**src/rtl/nroot_iter.sv**
```systemverilog
// Iterative n-th root of an IEEE-754-format radicand: exponent divided by N, mantissa found bit by bit.
// Define NROOT_ROUND_EN to add a round pass plus sticky test and round-to-nearest-even; otherwise truncates.
module nroot_iter #(
    parameter int EXP_W = 8,
    parameter int MAN_W = 23,
    parameter int N_W   = 5,
    parameter int GUARD = 4
) (
    input  logic                   CLK2,
    input  logic                   RST,
    input  logic                   start,
    input  logic [EXP_W+MAN_W:0]   A,
    input  logic [N_W-1:0]         N,
    output logic                   busy,
    output logic                   done,
    output logic [EXP_W+MAN_W:0]   result,
    output logic                   invalid,
    output logic                   underflow
);
    localparam int FPW  = 1 + EXP_W + MAN_W;
    localparam int EW   = EXP_W + 1;
    localparam int BIAS = (1 << (EXP_W - 1)) - 1;
`ifdef NROOT_ROUND_EN
    localparam int RB   = 1;
`else
    localparam int RB   = 0;
`endif
    localparam int YF   = MAN_W + RB;
    localparam int PF   = MAN_W + 1 + GUARD;
    localparam int PW   = PF + YF + 2;
    localparam int IW   = $clog2(YF + 1);
    localparam int CW   = (N_W > $clog2(EXP_W + 2)) ? N_W : $clog2(EXP_W + 2);
    localparam logic [FPW-1:0] QNAN = {1'b0, {EXP_W{1'b1}}, 1'b1, {(MAN_W-1){1'b0}}};

    typedef enum logic [2:0] {
        S_IDLE, S_UNPACK, S_DIVEXP, S_TRIAL, S_MUL, S_CMP, S_PACK, S_DONE
    } state_t;

    state_t             state_q, state_d;
    logic [FPW-1:0]     a_q, a_d, sres_q, sres_d, result_q, result_d;
    logic [N_W-1:0]     n_q, n_d, rem_q, rem_d, r_q, r_d, k_q, k_d;
    logic [EXP_W-1:0]   dq_q, dq_d, qb_q, qb_d;
    logic [YF:0]        y_q, y_d, yt_q, yt_d, yt_c;
    logic [PF:0]        p_q, p_d, tgt;
    logic [IW-1:0]      bit_q, bit_d;
    logic [CW-1:0]      cnt_q, cnt_d;
    logic               e_neg_q, e_neg_d, spec_q, spec_d, sinv_q, sinv_d, sunf_q, sunf_d;
    logic               invalid_q, invalid_d, underflow_q, underflow_d;
    logic [PW-1:0]      prod;
    logic [N_W:0]       dtrial;
    logic signed [EW-1:0] e_s, qm_s, q_s;
    logic               sgn, ex_ones, ex_zero, mn_zero, le, lt, unused_bits;
`ifdef NROOT_ROUND_EN
    logic               lt_q, lt_d;

    function automatic logic [FPW-1:0] round_pack(input logic s, input logic [EXP_W-1:0] ex,
                                                  input logic [MAN_W:0] fr, input logic sticky);
        logic             up;
        logic [MAN_W:0]   sum;
        up  = fr[0] & (sticky | fr[1]);
        sum = {1'b0, fr[MAN_W:1]} + (MAN_W+1)'(up);
        // A carry out of the fraction leaves it zero and bumps the exponent
        return {s, ex + EXP_W'(sum[MAN_W]), sum[MAN_W-1:0]};
    endfunction
`else
    function automatic logic [FPW-1:0] trunc_pack(input logic s, input logic [EXP_W-1:0] ex,
                                                  input logic [MAN_W-1:0] fr);
        return {s, ex, fr};
    endfunction
`endif

    assign result    = result_q;
    assign invalid   = invalid_q;
    assign underflow = underflow_q;

    always_comb begin
        state_d = state_q;  a_d = a_q;      n_d = n_q;       sres_d = sres_q;
        spec_d = spec_q;    sinv_d = sinv_q; sunf_d = sunf_q; e_neg_d = e_neg_q;
        dq_d = dq_q;        rem_d = rem_q;  r_d = r_q;       qb_d = qb_q;
        y_d = y_q;          yt_d = yt_q;    p_d = p_q;       k_d = k_q;
        bit_d = bit_q;      cnt_d = cnt_q;
        result_d = result_q; invalid_d = invalid_q; underflow_d = underflow_q;
`ifdef NROOT_ROUND_EN
        lt_d = lt_q;
`endif
        busy    = (state_q != S_IDLE);
        done    = (state_q == S_DONE);
        sgn     = a_q[FPW-1];
        ex_ones = &a_q[FPW-2:MAN_W];
        ex_zero = ~|a_q[FPW-2:MAN_W];
        mn_zero = ~|a_q[MAN_W-1:0];
        e_s     = $signed({1'b0, a_q[FPW-2:MAN_W]}) - $signed(EW'(BIAS));
        qm_s    = $signed({1'b0, dq_q});
        q_s     = qm_s;
        dtrial  = {rem_q, dq_q[EXP_W-1]};
        yt_c    = y_q | ((YF+1)'(1) << bit_q);
        prod    = PW'(p_q) * PW'(yt_q);
        unused_bits = ^prod[YF-1:0];
        tgt     = {1'b1, a_q[MAN_W-1:0], {(PF-MAN_W){1'b0}}};
        le      = (k_q < r_q) || ((k_q == r_q) && (p_q <= tgt));
        lt      = (k_q < r_q) || ((k_q == r_q) && (p_q < tgt));

        case (state_q)
            S_IDLE: begin
                if (start) begin
                    a_d = A;  n_d = N;
                    invalid_d = 1'b0;  underflow_d = 1'b0;
                    state_d = S_UNPACK;
                end
            end
            S_UNPACK: begin
                spec_d = 1'b1;  sinv_d = 1'b0;  sunf_d = 1'b0;  sres_d = QNAN;
                if (n_q == '0)                     sinv_d = 1'b1;
                else if (ex_ones && !mn_zero)      sinv_d = 1'b1;
                else if (ex_zero && !mn_zero) begin
                    sres_d = {sgn, {(FPW-1){1'b0}}};  sunf_d = 1'b1;
                end
                else if (ex_zero)                  sres_d = {sgn, {(FPW-1){1'b0}}};
                else if (sgn && !n_q[0])           sinv_d = 1'b1;
                else if (ex_ones)                  sres_d = {sgn, {EXP_W{1'b1}}, {MAN_W{1'b0}}};
                else if (n_q == N_W'(1))           sres_d = a_q;
                else                               spec_d = 1'b0;
                // Divide |e| unsigned, then fold the sign back in with floor semantics
                e_neg_d = e_s[EW-1];
                dq_d    = EXP_W'(e_s[EW-1] ? -e_s : e_s);
                rem_d   = '0;
                cnt_d   = CW'(EXP_W);
                state_d = spec_d ? S_PACK : S_DIVEXP;
            end
            S_DIVEXP: begin
                if (cnt_q != '0) begin
                    if (dtrial >= {1'b0, n_q}) begin
                        rem_d = N_W'(dtrial - {1'b0, n_q});
                        dq_d  = {dq_q[EXP_W-2:0], 1'b1};
                    end else begin
                        rem_d = dtrial[N_W-1:0];
                        dq_d  = {dq_q[EXP_W-2:0], 1'b0};
                    end
                    cnt_d = cnt_q - CW'(1);
                end else begin
                    r_d = rem_q;
                    if (e_neg_q && (rem_q == '0)) begin
                        q_s = -qm_s;
                    end else if (e_neg_q) begin
                        q_s = ~qm_s;
                        r_d = n_q - rem_q;
                    end
                    qb_d    = EXP_W'(q_s + $signed(EW'(BIAS)));
                    y_d     = {1'b1, {YF{1'b0}}};
                    bit_d   = IW'(YF - 1);
                    state_d = S_TRIAL;
                end
            end
            S_TRIAL: begin
                yt_d    = yt_c;
                p_d     = {yt_c, {(PF-YF){1'b0}}};
                k_d     = '0;
                cnt_d   = CW'(n_q) - CW'(1);
                state_d = S_MUL;
            end
            S_MUL: begin
                if (prod[PW-1]) begin
                    p_d = prod[PW-1:YF+1];
                    k_d = k_q + N_W'(1);
                end else begin
                    p_d = prod[PW-2:YF];
                end
                cnt_d = cnt_q - CW'(1);
                if (cnt_q == CW'(1)) state_d = S_CMP;
            end
            S_CMP: begin
                if (le) y_d = yt_q;
`ifdef NROOT_ROUND_EN
                lt_d = lt;
`endif
                if (bit_q == '0) begin
                    state_d = S_PACK;
                end else begin
                    bit_d   = bit_q - IW'(1);
                    state_d = S_TRIAL;
                end
            end
            S_PACK: begin
`ifdef NROOT_ROUND_EN
                result_d = spec_q ? sres_q : round_pack(sgn, qb_q, y_q[YF-1:0], lt_q);
`else
                result_d = spec_q ? sres_q : trunc_pack(sgn, qb_q, y_q[YF-1:0]);
`endif
                invalid_d   = spec_q & sinv_q;
                underflow_d = spec_q & sunf_q;
                state_d     = S_DONE;
            end
            S_DONE:  state_d = S_IDLE;
            default: state_d = S_IDLE;
        endcase
    end

    always_ff @(posedge CLK2 or negedge RST) begin
        if (!RST) begin
            state_q     <= S_IDLE;
            result_q    <= '0;
            invalid_q   <= 1'b0;
            underflow_q <= 1'b0;
        end else begin
            state_q     <= state_d;
            result_q    <= result_d;
            invalid_q   <= invalid_d;
            underflow_q <= underflow_d;
        end
    end

    always_ff @(posedge CLK2) begin
        a_q <= a_d;     n_q <= n_d;       sres_q <= sres_d;   spec_q <= spec_d;
        sinv_q <= sinv_d; sunf_q <= sunf_d; e_neg_q <= e_neg_d; dq_q <= dq_d;
        rem_q <= rem_d; r_q <= r_d;       qb_q <= qb_d;       y_q <= y_d;
        yt_q <= yt_d;   p_q <= p_d;       k_q <= k_d;         bit_q <= bit_d;
        cnt_q <= cnt_d;
`ifdef NROOT_ROUND_EN
        lt_q <= lt_d;
`endif
    end
endmodule
```
**config.mk**
```make
export PLATFORM = sky130hd
export DESIGN_NAME = nroot_iter
export DESIGN_NICKNAME = d
export VERILOG_FILES = /design/src/rtl/nroot_iter.sv
export SDC_FILE = /design/constraint.sdc
export NUM_CORES = 2
export LEC_CHECK = 0
export ABC_AREA = 1
export BUFFER_PORTS_ARGS = -buffer_cell sky130_fd_sc_hd__buf_2
export CORE_MARGIN = 2
export CORE_UTILIZATION = 50
export CTS_CLUSTER_SIZE = 40
export DETAILED_ROUTE_END_ITERATION = 7
export GPL_ROUTABILITY_DRIVEN = 1
export MAX_ROUTING_LAYER = met4
export PLACE_DENSITY = 0.68
export SYNTH_ARGS = -nofsm -noshare
export SYNTH_HDL_FRONTEND = slang
export SYNTH_SLANG_ARGS = --single-unit
```
**constraint.sdc**
```tcl
create_clock -name CLK2 -period 6.6 [get_ports CLK2]
set_input_delay 0.33 -clock CLK2 [delete_from_list [all_inputs] [get_ports CLK2]]
set_output_delay 0.33 -clock CLK2 [all_outputs]
set_load 0.1 [all_outputs]
```
Word-level counts from Yosys, hierarchy flattened --
Index checks and enable logic that the tools add are counted.
Word-level totals: word-level logic and storage cells 146, flip-flop bits (word level) 228, output and inout bits 36, bits of input ports 40
Operators by class: bitwise gates (word level) 7, eq/ne operators 17, add/subtract/negate cells 10, reduce and logical (&&, ||, !) cells 33, $lt $le $gt $ge 3, multiply operators 1, muxes and demuxes 52, shift operators 1
Operators with widths (number):
- 2-to-1 mux 32 bit | 6
- case mux 29 bit (2 select lines) | 1
- multiplier 29 x 24 -> 53 bit | 1
- 2-to-1 mux 24 bit | 2
- 2-to-1 mux 8 bit | 6
- case mux 24 bit (2 select lines) | 1
- 2-to-1 mux 5 bit | 8
- case mux 5 bit (2 select lines) | 3
- <= comparator 29 bit | 1
- 2-to-1 mux 29 bit | 1
- bitwise OR 24 bit | 1
- case mux 3 bit (8 select lines) | 1
- << shifter 1 x 5 -> 24 bit, first input constant | 1
- OR reduction 23 bit | 1
- case mux 5 bit (4 select lines) | 1
- negator 8 bit | 2
- case mux 8 bit (2 select lines) | 1
- logical NOT 5 bit | 3
- 2-to-1 mux 3 bit | 5
- subtractor 5 x 1 -> 5 bit, second input constant | 3
- 2-to-1 mux 1 bit | 14
- != test 2 bit, second input constant | 7
- == test 3 bit, second input constant | 4
- AND reduction 2 bit | 6
- 27 further kinds | 44

Logic depth before layout (Yosys ltp) --
depth in word-level cells 11, gate-level depth with buffers 33, mapped depth without buffers 31

Worst setup path after synthesis --
OpenSTA, ideal clock, no wires.
path kind register to register, start register yt_q[1], end register k_q[0], enable pin, stages on the path, launching flop included 29, data required time 6.284 ns, data arrival time 6.295 ns, path slack -0.011 ns, clock period less this slack 6.611 ns, path through edfxtp_1 clkbuf_1 buf_1 nand2_1 inv_1 fa_1 fa_1 inv_1 fa_1 fa_1 inv_1 fa_1 fa_1 inv_1 fa_1 inv_1 ha_1 nand2_1 nor2_1 inv_2 nor2_2 inv_2 nor3_1 nand2_2 nand2_4 nand2_4 nand2_4 nand2_1 nand2_1
Between the ends: cells in the longest elaborated chain, start to end 3
Ends and longest elaborated chain:
- start, declared | RTL line 43 | logic [YF:0] y_q, y_d, yt_q, yt_d, yt_c;
- start signal, assigned | RTL line 216 | yt_q <= yt_d; p_q <= p_d; k_q <= k_d; bit_q <= bit_d;
- multiplier 29 x 24 -> 53 bit | RTL line 97 | prod = PW'(p_q) * PW'(yt_q);
- != test 2 bit (no source line)
- AND reduction 2 bit (no source line)
- end signal, assigned | RTL line 216
- end, declared | RTL line 41 | logic [N_W-1:0] n_q, n_d, rem_q, rem_d, r_q, r_d, k_q, k_d;
Every way passes these cells. A chain may end at the register's enable or synchronous reset.

Worst setup path after layout --
start register yt_q[12], end register p_q[25] (data pin)
Between the ends: cells in the longest elaborated chain, start to end 3
Ends and longest elaborated chain:
- multiplier 29 x 24 -> 53 bit | RTL line 97
- 2-to-1 mux 29 bit | RTL line 162 | if (prod[PW-1]) begin
- case mux 29 bit (2 select lines) | RTL line 103 | case (state_q)
- net p_d[25] | RTL line 44 | logic [PF:0] p_q, p_d, tgt;
- end signal, assigned | RTL line 216
- end, declared | RTL line 44
The timed path passes the listed nets, and every way through them passes these cells.

==> out/qor.log <==
INFO  logic_synthesis synthAdderAreaFrac=0.419
INFO  logic_synthesis yosysUniqueCellTypes=46
INFO  critical_path  worst_path_max_delay_cell=sky130_fd_sc_hd__fa_1
INFO  critical_path  endpoint_kind=flip-flop
INFO  logic_synthesis synth_edf_count=191
INFO  logic_synthesis syn_nets=5273
INFO  timing         timing.final.max_slew_violations=0
INFO  placed_design  placement.io_buffers=75
INFO  critical_path  crit_top_cell=sky130_fd_sc_hd__fa_1
INFO  clocking       path_clk_slew=60ps
INFO  timing         slew_headroom=0.147
INFO  timing         fmaxAchievable=0.149GHz
INFO  finish         final_common_cell=sky130_fd_sc_hd__inv_1
INFO  placed_design  detailedPlacementHpwl=83.2mm
INFO  logic_synthesis syn_area_per_cell=7.97squm
INFO  timing         setup_ws=-105ps
INFO  routing        wl_per_cell=18.5um
INFO  critical_path  startpoint_type_of_the_worst_setup_path=flip-flop
INFO  critical_path  rrSetupSlack=-100ps
INFO  clocking       cts_buffers=27
INFO  critical_path  max_fanout_on_critical_path=7
INFO  critical_path  worst_r2r_startpoint=yt_q[12]
INFO  global_route   global_route_usage_over_all_layers=0.297
INFO  global_route   grt-ovfl-total=0
INFO  floorplanning  die-area=72500squm
INFO  clocking       cts-root-to-sink-buffers=3
INFO  logic_synthesis ys_seq_elements=228
INFO  critical_path  arrival=6990ps
INFO  logic_synthesis ys_seq_area_frac=0.189
INFO  timing         setup_viol=13
INFO  critical_path  required=6880ps
INFO  min_path       hold_endpoint=state_q[0]
INFO  global_route   grt_max_degree=57
INFO  floorplanning  die-height=269um
INFO  routing        post_drt_via_cell_ratio=5.15
INFO  clocking       clock_latency_of_the_later_clocked_register_in_the_worst_skew_pair=560ps
INFO  critical_path  worst_r2r_path_cells=31
INFO  min_path       startpoint_of_the_most_critical_hold_path=start
INFO  global_route   grt_first_pass_wirelength=164mm
INFO  clocking       cts.sink_count=228
INFO  clocking       cts_htree_levels=1
INFO  finish         nNetsFinal=5646
INFO  status         violated_checks=negative setup slack
INFO  routing        number_of_vias_in_the_routed_layout=29.6k
INFO  logic_synthesis async_reset_ff_frac=0.162
INFO  logic_synthesis ys_dominant_reg_cell=sky130_fd_sc_hd__edfxtp_1
INFO  logic_synthesis synth.top_cell.area_share=0.338
INFO  timing         rsz0062_at_grt=yes
INFO  logic_synthesis synthSimpleGateAreaFrac=0.180
INFO  logic_synthesis synth_top_cells_by_area=sky130_fd_sc_hd__fa_1 34%, sky130_fd_sc_hd__edfxtp_1 16%, sky130_fd_sc_hd__inv_1 14%, sky130_fd_sc_hd__nand2_1 12%, sky130_fd_sc_hd__ha_1 8.1%
INFO  timing         worst_clk_skew=16.6ps
INFO  logic_synthesis syn-cell-area=35200squm
INFO  finish         syn2layout_area_growth=22.3%
INFO  timing         tightestPinTransition=1280ps
INFO  status         status=complete, but fails checks
INFO  timing         finalCritPeriodShare=1.02
INFO  finish         fillers=5940
INFO  timing         finalHoldViolations=0
INFO  critical_path  slowest_delay=550ps
INFO  clocking       cts_tree=done
INFO  floorplanning  fp.dieW=269um
INFO  routing        drt-total-wl=107mm
INFO  floorplanning  initial_utilization=0.504
INFO  timing         setup_total_negative_slack=-796ps
INFO  min_path       hold_path_class=input pin to flip-flop
INFO  finish         leading_cell_types_in_the_layout_fill_and_taps_excluded=1218 x sky130_fd_sc_hd__inv_1, 1018 x sky130_fd_sc_hd__nand2_1, 560 x sky130_fd_sc_hd__fa_1, 288 x sky130_fd_sc_hd__buf_4, 201 x sky130_fd_sc_hd__ha_1
INFO  logic_synthesis number_of_cells_produced_by_synthesis=4412
INFO  routing        detailedRoute.firstIterationViolations=2135
INFO  critical_path  timing_worst_setup_path_type=flip-flop to flip-flop
INFO  logic_synthesis mux_cell_area_share_after_synthesis=0
INFO  logic_synthesis combinational_family_with_the_most_area_after_synthesis=adder cells
INFO  timing         holdWs=181ps
INFO  floorplanning  num_rows=97
INFO  global_route   grt_pass1_vias=30.5k
INFO  min_path       hold_path_depth=3
INFO  logic_synthesis yosys.area.top_type=sky130_fd_sc_hd__fa_1
INFO  logic_synthesis ys.warnings.count=0
INFO  clocking       clock-root-buffer=sky130_fd_sc_hd__clkbuf_16
INFO  floorplanning  core=69800squm
INFO  timing         period_needed=6700ps
INFO  placed_design  gp_congestion=1.02
INFO  flow_run       max-cap-violations=0
INFO  global_route   grt_antenna_before_repair=2
INFO  logic_synthesis post_synth_xor_area_fraction=0.0105
INFO  routing        route.antenna.remaining_nets=0
INFO  routing        drt_drc_violations_left=0
INFO  logic_synthesis synth_compound_area_frac=0.0455
INFO  critical_path  worst_r2r_endpoint=p_q[25]
INFO  floorplanning  boundaryPins=76
INFO  routing        drt_pre_antenna_iters=5
INFO  finish         drive_gt1_frac=0.185
## state kept, by name (all words and copies together), names as in the netlist, 3 cells and up
register  cells
n_q           5
cnt_q         5
state_q       3
qb_q          8
dq_q          8
bit_q         5
result       32
rem_q         5
yt_q         24
k_q           5
r_q           5
sres_q       32
a_q          32
y_q          24
p_q          29
## Yosys cell counts (6+ instances only)
cell type / instances
sky130_fd_sc_hd__inv_1: 1274
sky130_fd_sc_hd__a21oi_1: 91
sky130_fd_sc_hd__nor3_1: 23
sky130_fd_sc_hd__edfxtp_1: 191
sky130_fd_sc_hd__nor2_1: 246
sky130_fd_sc_hd__o31ai_1: 13
sky130_fd_sc_hd__ha_1: 228
sky130_fd_sc_hd__nand3_1: 142
sky130_fd_sc_hd__nand2_2: 7
sky130_fd_sc_hd__nand4_1: 32
sky130_fd_sc_hd__a21o_1: 7
sky130_fd_sc_hd__nor4_1: 7
sky130_fd_sc_hd__o21ai_0: 136
sky130_fd_sc_hd__fa_1: 593
sky130_fd_sc_hd__dfrtp_1: 37
sky130_fd_sc_hd__xor2_1: 26
sky130_fd_sc_hd__nand2_1: 1102
sky130_fd_sc_hd__buf_1: 6
sky130_fd_sc_hd__o21bai_1: 13
sky130_fd_sc_hd__o21ai_1: 7
sky130_fd_sc_hd__clkbuf_1: 158
sky130_fd_sc_hd__xnor2_1: 16
## cells by family after synthesis
logic type | Yosys count
adder cells (fa/ha/maj) | 821
buffers and inverters | 1452
AND/OR/NAND/NOR | 1578
AO/OA/AOI/OAI | 291
XOR/XNOR | 42
flip-flops | 228
## worst max-delay path by stage
stage,startpoint,to,slack [ps],cells after the start
after global routing,yt_q[12],p_q[25],-280,31
after CTS,yt_q[12],p_q[25],-90,31
after global placement,p_q[19],p_q[28],-260,29
after detailed placement,p_q[19],p_q[28],-290,29
after floorplan,yt_q[0],k_q[0],30,28
final,yt_q[12],p_q[25],-100,31
## per-stage QoR
| stage | std cells | worst slack [ps] | util | area [sq um] |
|---|---|---|---|---|
| 2_1_floorplan | 4412 | 32.5 | - | 35200 |
| 3_3_place_gp | 5577 | -263 | 0.561 | 39100 |
| 3_5_place_dp | 5577 | -293 | 0.561 | 39100 |
| 4_1_cts | 5699 | -90.0 | 0.591 | 41200 |
| 5_1_grt | 5748 | -275 | 0.616 | 43000 |
| 6_report | 5748 | -105 | 0.616 | 43000 |
## what timing repair did
item | CTS | global route
setup buffers | 30 | 44
cloned | 4 | 8
hold endpoints to repair | 74 | 0
pin swaps | 36 | 121
resized for setup | 88 | 382
hold buffers | 38 | 0
setup endpoints to repair | 34 | 34
## area by class of cell
class,instances,area (sq um),share of cell area
Sequential cell,228,6660,0.155
Tap cell,940,1180,0.0273
Timing Repair Buffer,514,4890,0.114
Inverter,1282,4810,0.112
Antenna cell,2,5.00,0.000116
Clock inverter,17,195,0.00454
Multi-Input combinational cell,2732,24500,0.570
Clock buffer,33,761,0.0177
## critical path: cells and delay by family (launching register included)
| family | cells | cell delay [ps] |
|---|---|---|
| flip-flops | 1 | 340 |
| AND/OR/NAND/NOR | 10 | 930 |
| AO/OA/AOI/OAI | 3 | 360 |
| buffers and inverters | 10 | 1200 |
| adder cells (fa/ha/maj) | 8 | 3580 |
## layer usage
| metal | share of wire | GRT usage | vias up | wire (um) |
|---|---|---|---|---|
| met4 | 0.054 | 0.112 | 0 | 5790 |
| met1 | 0.40 | 0.370 | 14600 | 42300 |
| met3 | 0.058 | 0.0224 | 326 | 6190 |
| met5 | 0 | - | - | 0 |
| met2 | 0.49 | 0.509 | 1101 | 52200 |
| li1 | - | - | 13600 | - |
Power is left out: the tool's default activity adds up to more than one toggle a clock period on the data nets, which glitch-free logic cannot reach.
